==> config.mk <==
export PLATFORM = sky130hd
export DESIGN_NAME = prng_uniform_sampler
export DESIGN_NICKNAME = d
export VERILOG_FILES = /design/src/rtl/prng_uniform_sampler.sv
export SDC_FILE = /design/constraint.sdc
export NUM_CORES = 1
export LEC_CHECK = 0
export BUFFER_PORTS_ARGS = -buffer_cell sky130_fd_sc_hd__buf_2
export CAP_MARGIN = 15
export CORE_MARGIN = 5
export CORE_UTILIZATION = 55
export DETAILED_ROUTE_END_ITERATION = 12
export HOLD_SLACK_MARGIN = 0.08
export MAX_ROUTING_LAYER = met4
export PLACE_DENSITY = 0.79
export RECOVER_POWER = 50
export SLEW_MARGIN = 20
export SYNTH_ARGS = -nofsm -noshare
export SYNTH_HDL_FRONTEND = slang
export SYNTH_SLANG_ARGS = --single-unit
==> constraint.sdc <==
create_clock -name clk -period 3.7 [get_ports clk]
set_input_delay 0.74 -clock clk [delete_from_list [all_inputs] [get_ports clk]]
set_output_delay 0.74 -clock clk [all_outputs]
set_load 0.03 [all_outputs]
==> src/rtl/prng_uniform_sampler.sv <==
//============================================================================
// Module      : prng_uniform_sampler
// Description : Consumer-side controller for a 16-bit PRNG core. It loads
//               seeds into the PRNG, runs the start/done handshake, and turns
//               each PRNG word into a uniform coefficient mod Q by
//               mask-and-reject sampling. It streams exactly N accepted
//               coefficients per polynomial over a valid/ready port.
//
// Ports       : clk, rst_n           - clock, asynchronous active-low reset
//               go, seed_load        - one-cycle command pulses (IDLE only)
//               seed_in              - seed captured on seed_load
//               prng_en/start/       - PRNG control outputs
//               loadseed/seed
//               prng_done/word       - PRNG result
//               coeff/coeff_idx/     - coefficient stream (valid/ready)
//               coeff_valid/ready
//               busy, poly_done      - status
//               reject_cnt           - saturating reject count since last go
//               timeout_err          - sticky WAIT timeout flag
//                                      (SAMPLER_TIMEOUT_EN builds only)
//
// Options     : `define SAMPLER_TIMEOUT_EN adds a timeout on prng_done in
//               WAIT, plus the timeout_err port.
//
// Revision    : 1.0 - initial release
//============================================================================
`default_nettype none

module prng_uniform_sampler #(
    parameter int N       = 256,
    parameter int Q       = 12289,
    parameter int MASK_W  = 14,
    parameter int IDX_W   = 8,
    parameter int TIMEOUT = 64
) (
    input  logic             clk,
    input  logic             rst_n,
    input  logic             go,
    input  logic             seed_load,
    input  logic [3:0]       seed_in,
    output logic             prng_en,
    output logic             prng_start,
    output logic             prng_loadseed,
    output logic [3:0]       prng_seed,
    input  logic             prng_done,
    input  logic [15:0]      prng_word,
    output logic [15:0]      coeff,
    output logic [IDX_W-1:0] coeff_idx,
    output logic             coeff_valid,
    input  logic             coeff_ready,
    output logic             busy,
    output logic             poly_done,
`ifdef SAMPLER_TIMEOUT_EN
    output logic             timeout_err,
`endif
    output logic [15:0]      reject_cnt
);

    typedef enum logic [2:0] {
        S_IDLE  = 3'd0,
        S_SEED  = 3'd1,
        S_REQ   = 3'd2,
        S_WAIT  = 3'd3,
        S_CHECK = 3'd4,
        S_OUT   = 3'd5,
        S_FIN   = 3'd6
    } state_t;

    localparam logic [MASK_W-1:0] Q_M      = MASK_W'(Q);
    localparam logic [IDX_W-1:0]  LAST_IDX = IDX_W'(N - 1);
    localparam int                PAD_W    = 16 - MASK_W;

    state_t            state;
    logic [MASK_W-1:0] word_q;
    // Set when prng_done was already high during REQ; such a level belongs
    // to an earlier request and must drop before a new done is believed.
    logic              stale_done;

    // Bits above the mask are discarded by construction.
    logic              unused_word_hi;
    assign unused_word_hi = ^prng_word[15:MASK_W];

`ifdef SAMPLER_TIMEOUT_EN
    localparam int                TO_W    = $clog2(TIMEOUT + 1);
    localparam logic [TO_W-1:0]   TO_LAST = TO_W'(TIMEOUT - 1);
    logic [TO_W-1:0] wait_cnt;
`else
    localparam int unused_timeout = TIMEOUT;
`endif

    always_ff @(posedge clk or negedge rst_n) begin
        if (!rst_n) begin
            state         <= S_IDLE;
            word_q        <= '0;
            stale_done    <= 1'b0;
            prng_en       <= 1'b0;
            prng_start    <= 1'b0;
            prng_loadseed <= 1'b0;
            prng_seed     <= '0;
            coeff         <= '0;
            coeff_idx     <= '0;
            coeff_valid   <= 1'b0;
            busy          <= 1'b0;
            poly_done     <= 1'b0;
            reject_cnt    <= '0;
`ifdef SAMPLER_TIMEOUT_EN
            wait_cnt      <= '0;
            timeout_err   <= 1'b0;
`endif
        end else begin
            case (state)
                S_IDLE: begin
                    // seed_load has priority; a coincident go is dropped.
                    if (seed_load) begin
                        state         <= S_SEED;
                        prng_loadseed <= 1'b1;
                        prng_seed     <= seed_in;
                        busy          <= 1'b1;
                    end else if (go) begin
                        state      <= S_REQ;
                        coeff_idx  <= '0;
                        reject_cnt <= '0;
                        prng_en    <= 1'b1;
                        prng_start <= 1'b1;
                        busy       <= 1'b1;
`ifdef SAMPLER_TIMEOUT_EN
                        timeout_err <= 1'b0;
`endif
                    end
                end

                S_SEED: begin
                    state         <= S_IDLE;
                    prng_loadseed <= 1'b0;
                    prng_seed     <= '0;
                    busy          <= 1'b0;
                end

                S_REQ: begin
                    state      <= S_WAIT;
                    prng_start <= 1'b0;
                    stale_done <= prng_done;
`ifdef SAMPLER_TIMEOUT_EN
                    wait_cnt   <= '0;
`endif
                end

                S_WAIT: begin
                    if (prng_done && !stale_done) begin
                        word_q <= prng_word[MASK_W-1:0];
                        state  <= S_CHECK;
                    end else begin
                        if (!prng_done) begin
                            stale_done <= 1'b0;
                        end
`ifdef SAMPLER_TIMEOUT_EN
                        if (wait_cnt == TO_LAST) begin
                            state       <= S_IDLE;
                            timeout_err <= 1'b1;
                            prng_en     <= 1'b0;
                            busy        <= 1'b0;
                        end else begin
                            wait_cnt <= wait_cnt + 1'b1;
                        end
`endif
                    end
                end

                S_CHECK: begin
                    if (word_q < Q_M) begin
                        coeff       <= {{PAD_W{1'b0}}, word_q};
                        coeff_valid <= 1'b1;
                        state       <= S_OUT;
                    end else begin
                        if (reject_cnt != 16'hFFFF) begin
                            reject_cnt <= reject_cnt + 16'd1;
                        end
                        prng_start <= 1'b1;
                        state      <= S_REQ;
                    end
                end

                S_OUT: begin
                    if (coeff_ready) begin
                        coeff_valid <= 1'b0;
                        if (coeff_idx == LAST_IDX) begin
                            state     <= S_FIN;
                            poly_done <= 1'b1;
                            prng_en   <= 1'b0;
                            coeff_idx <= '0;
                        end else begin
                            coeff_idx  <= coeff_idx + 1'b1;
                            prng_start <= 1'b1;
                            state      <= S_REQ;
                        end
                    end
                end

                S_FIN: begin
                    poly_done <= 1'b0;
                    busy      <= 1'b0;
                    state     <= S_IDLE;
                end

                default: begin
                    state <= S_IDLE;
                end
            endcase
        end
    end

endmodule

`default_nettype wire
==> run metrics <==
via count=2794; initial core utilization=0.5581; top-count cell post-synth=nand2_1; Comb pwr share=0.351; post-synthesis sequential area ratio=0.5089; final total power=2.843 mW; Max stage delay on crit path=1.81 ns; Final Hold Viols=0; crit path capture type=asynchronous set/reset pin; startpoint types=input port; average cell area after synthesis=9.380 µm²; Pint=1.675 mW; Buf/Inv on CP=1; DRT Pass-1 Iters=4; crit path from=rst_n; Global Route Usage Sum=0.2214; HP Class=register to register; Crit path max-delay family=buffers and inverters; WL/cell=15.07 µm; final setup vio count=0; pre-CTS setup slack=1.131 ns; placed cell areas=3638 µm²; sw power=1.168 mW; initial antenna violation count=0; switching power share of the total=0.4110; Rows=28; final setup TNS=0 ns; Synth area leaders=dfrtp_1 51%, nand2_1 8.7%, mux2_2 4.9%; Post-Layout Cell Count=497; Synth Register Bits=66; post-synthesis xor/xnor area fraction=0.01349; clk_skew=0.007131 ns; worst skew pair latency=0.34 ns; largest area contributor in the netlist=dfrtp_1; largest family of logic cells by synthesized area=simple AND/OR/NAND/NOR gates; Inserted Clock Buffers=9; I/O Pins=76; DRC Markers=0; unrepaired setup endpoints after global routing=false; Max Fanout on Critical Path=49; Mapped Area=3246 µm²; Via density=5.622; Area Growth Syn to Fin=18.00%; failing checks=capacitance limit, slew limit; share of the synthesized area in the top cell type=0.5089; simple-gate share of the synthesized area=0.2398; Seq pwr share=0.413; Hold Worst Slack=0.4806 ns; Clock power frac=0.235; Leak=1.764 nW; largest net degree at the start of global routing=50; final instance area=3830 µm²; GP Congestion=0.8308; fin crit share=0.7244; Commonest cells post-synth=75 x nand2_1, 66 x dfrtp_1, 27 x o21ai_0, 24 x nor2_1, 17 x a21oi_1; CP Class=input port to asynchronous set/reset pin; Routed Antenna Nets=0; Total Nets Final=445; Post-DP HPWL=5235 µm; Critical Path RT=3.59 ns; Hold Startpoint=coeff[9]; PortBufs=71; Post-Synth Adder-Cell Area=0.007710; Synth warnings=0; post-CTS setup repair buffer count=0; max cap viols=1; number of synthesized flops with an enable pin=0; dpl cells=481; Gate Count Post-Synth=346; pwr dens=742.3 nW/µm²; status=complete, but fails checks; mux cell area share after synthesis=0.06091; DRT iter0 DRCs=246; die area=7538 µm²; grt ovf=0; Least-Margin Pin Slew=2.594 ns; Compound-Gate Fraction of Synth Area=0.1334; Util after Layout=0.6586; Peak Freq=0.3731 GHz; Reg2Reg Launch Point=word_q[5]; crit path time final=2.680 ns; vias in the first global route=2816; register clock-pin slew on the reported worst setup and hold paths=0.07 ns; routed wire length=7489 µm; CTS tree=yes; Yosys cell types=48; n_diodes=0; top_reg_cell synth=dfrtp_1; share of cells above drive strength 1=0.2133; CTS resizes=0; clk root buf=clkbuf_8; maximum VDD drop=0.4578 mV; Die X-Extent=86.82 µm; Relative slew margins=-0.7291; Async SR Flop Fraction=1.000; CTS Buffer Depth=2; Slew Limit Fails=50; Core ar.=5816 µm²; first-pass GRT wire length=12870 µm; Clock Sink Count=66; cts hold-fix bufs=0; post-route setup slack=1.020 ns; CTS H-tree depth=3; crit-path cells=clkbuf_1; WP data arrival=2.57 ns; slowest CP cell=clkbuf_1; Die Height=86.82 µm
[logic make-up after synthesis]
family | Yosys count
xor gates and xnor gates | 5
other | 1
muxes | 18
DFF | 66
buffers and inverters | 22
and+or+nand+nor | 161
AOI/OAI and AO/OA | 71
adders and majority gates | 2
[cell type report]
class	instances	area, µm²
Clock buffer	11	141.4
Tap cell	75	93.84
Timing Repair Buffer	75	357.8
Multi-Input combinational cell	259	1485
Fill cell	530	1986
Inverter	6	22.52
Sequential cell	66	1652
Clock inverter	5	77.57
[cells in the final DEF, fill, tap and decap left out, drive strengths merged, types with 3 or more instances in the layout]
cell / Yosys / routed
nand2: 75 / 75
nor2b: 7 / 7
inv: 6 / 6
o31ai: 5 / 5
nand2b: 8 / 8
mux2: 14 / 14
xnor2: 4 / 4
a21oi: 17 / 17
buf: 11 / 53
a31oi: 3 / 3
nor2: 25 / 25
mux2i: 4 / 4
nor4: 7 / 7
o21ai: 28 / 28
nor3: 6 / 6
dfrtp: 66 / 66
nand4: 5 / 5
or4: 5 / 5
or3: 5 / 5
and2: 3 / 3
clkbuf: 5 / 33
nand3: 10 / 10
[sequential cells by signal, indices dropped and copies added, names as in the netlist, 3 cells and up]
signal / flops
coeff: 14
coeff_idx: 8
prng_seed: 4
reject_cnt: 16
state: 3
word_q: 14
[power groups by stage]
stage                     clock network, mW  logic (mW)  registers (mW)
after detailed placement                  0        1.04            1.18
after global placement                    0        1.01            1.17
after global routing                  0.720        1.11            1.22
after floorplan                           0       0.540            1.38
after CTS                             0.674        1.04            1.17
final                                 0.669       0.999            1.18
[path summary, 6_finish.rpt]
kind | slack, ns | cells after the start | to
min in group asynchronous | 1.21 | 1 | coeff_valid
worst max-delay path | 1.02 | 1 | word_q[13]
worst min-delay path | 0.48 | 2 | coeff[9]
max in group clk | 1.15 | 6 | coeff[13]
worst max register to register | 1.15 | 6 | coeff[13]
worst min register to register | 0.48 | 2 | coeff[9]
[per-layer routing]
layer  vias up  global-route usage  part of all wire
li1       1356                   -                 -
met1      1348              0.2739              0.43
met2        78              0.3533              0.50
met3        12             0.04468             0.051
met4         0             0.09348             0.017
met5         -                   -                 0
Power figures use the tool's default switching activity.
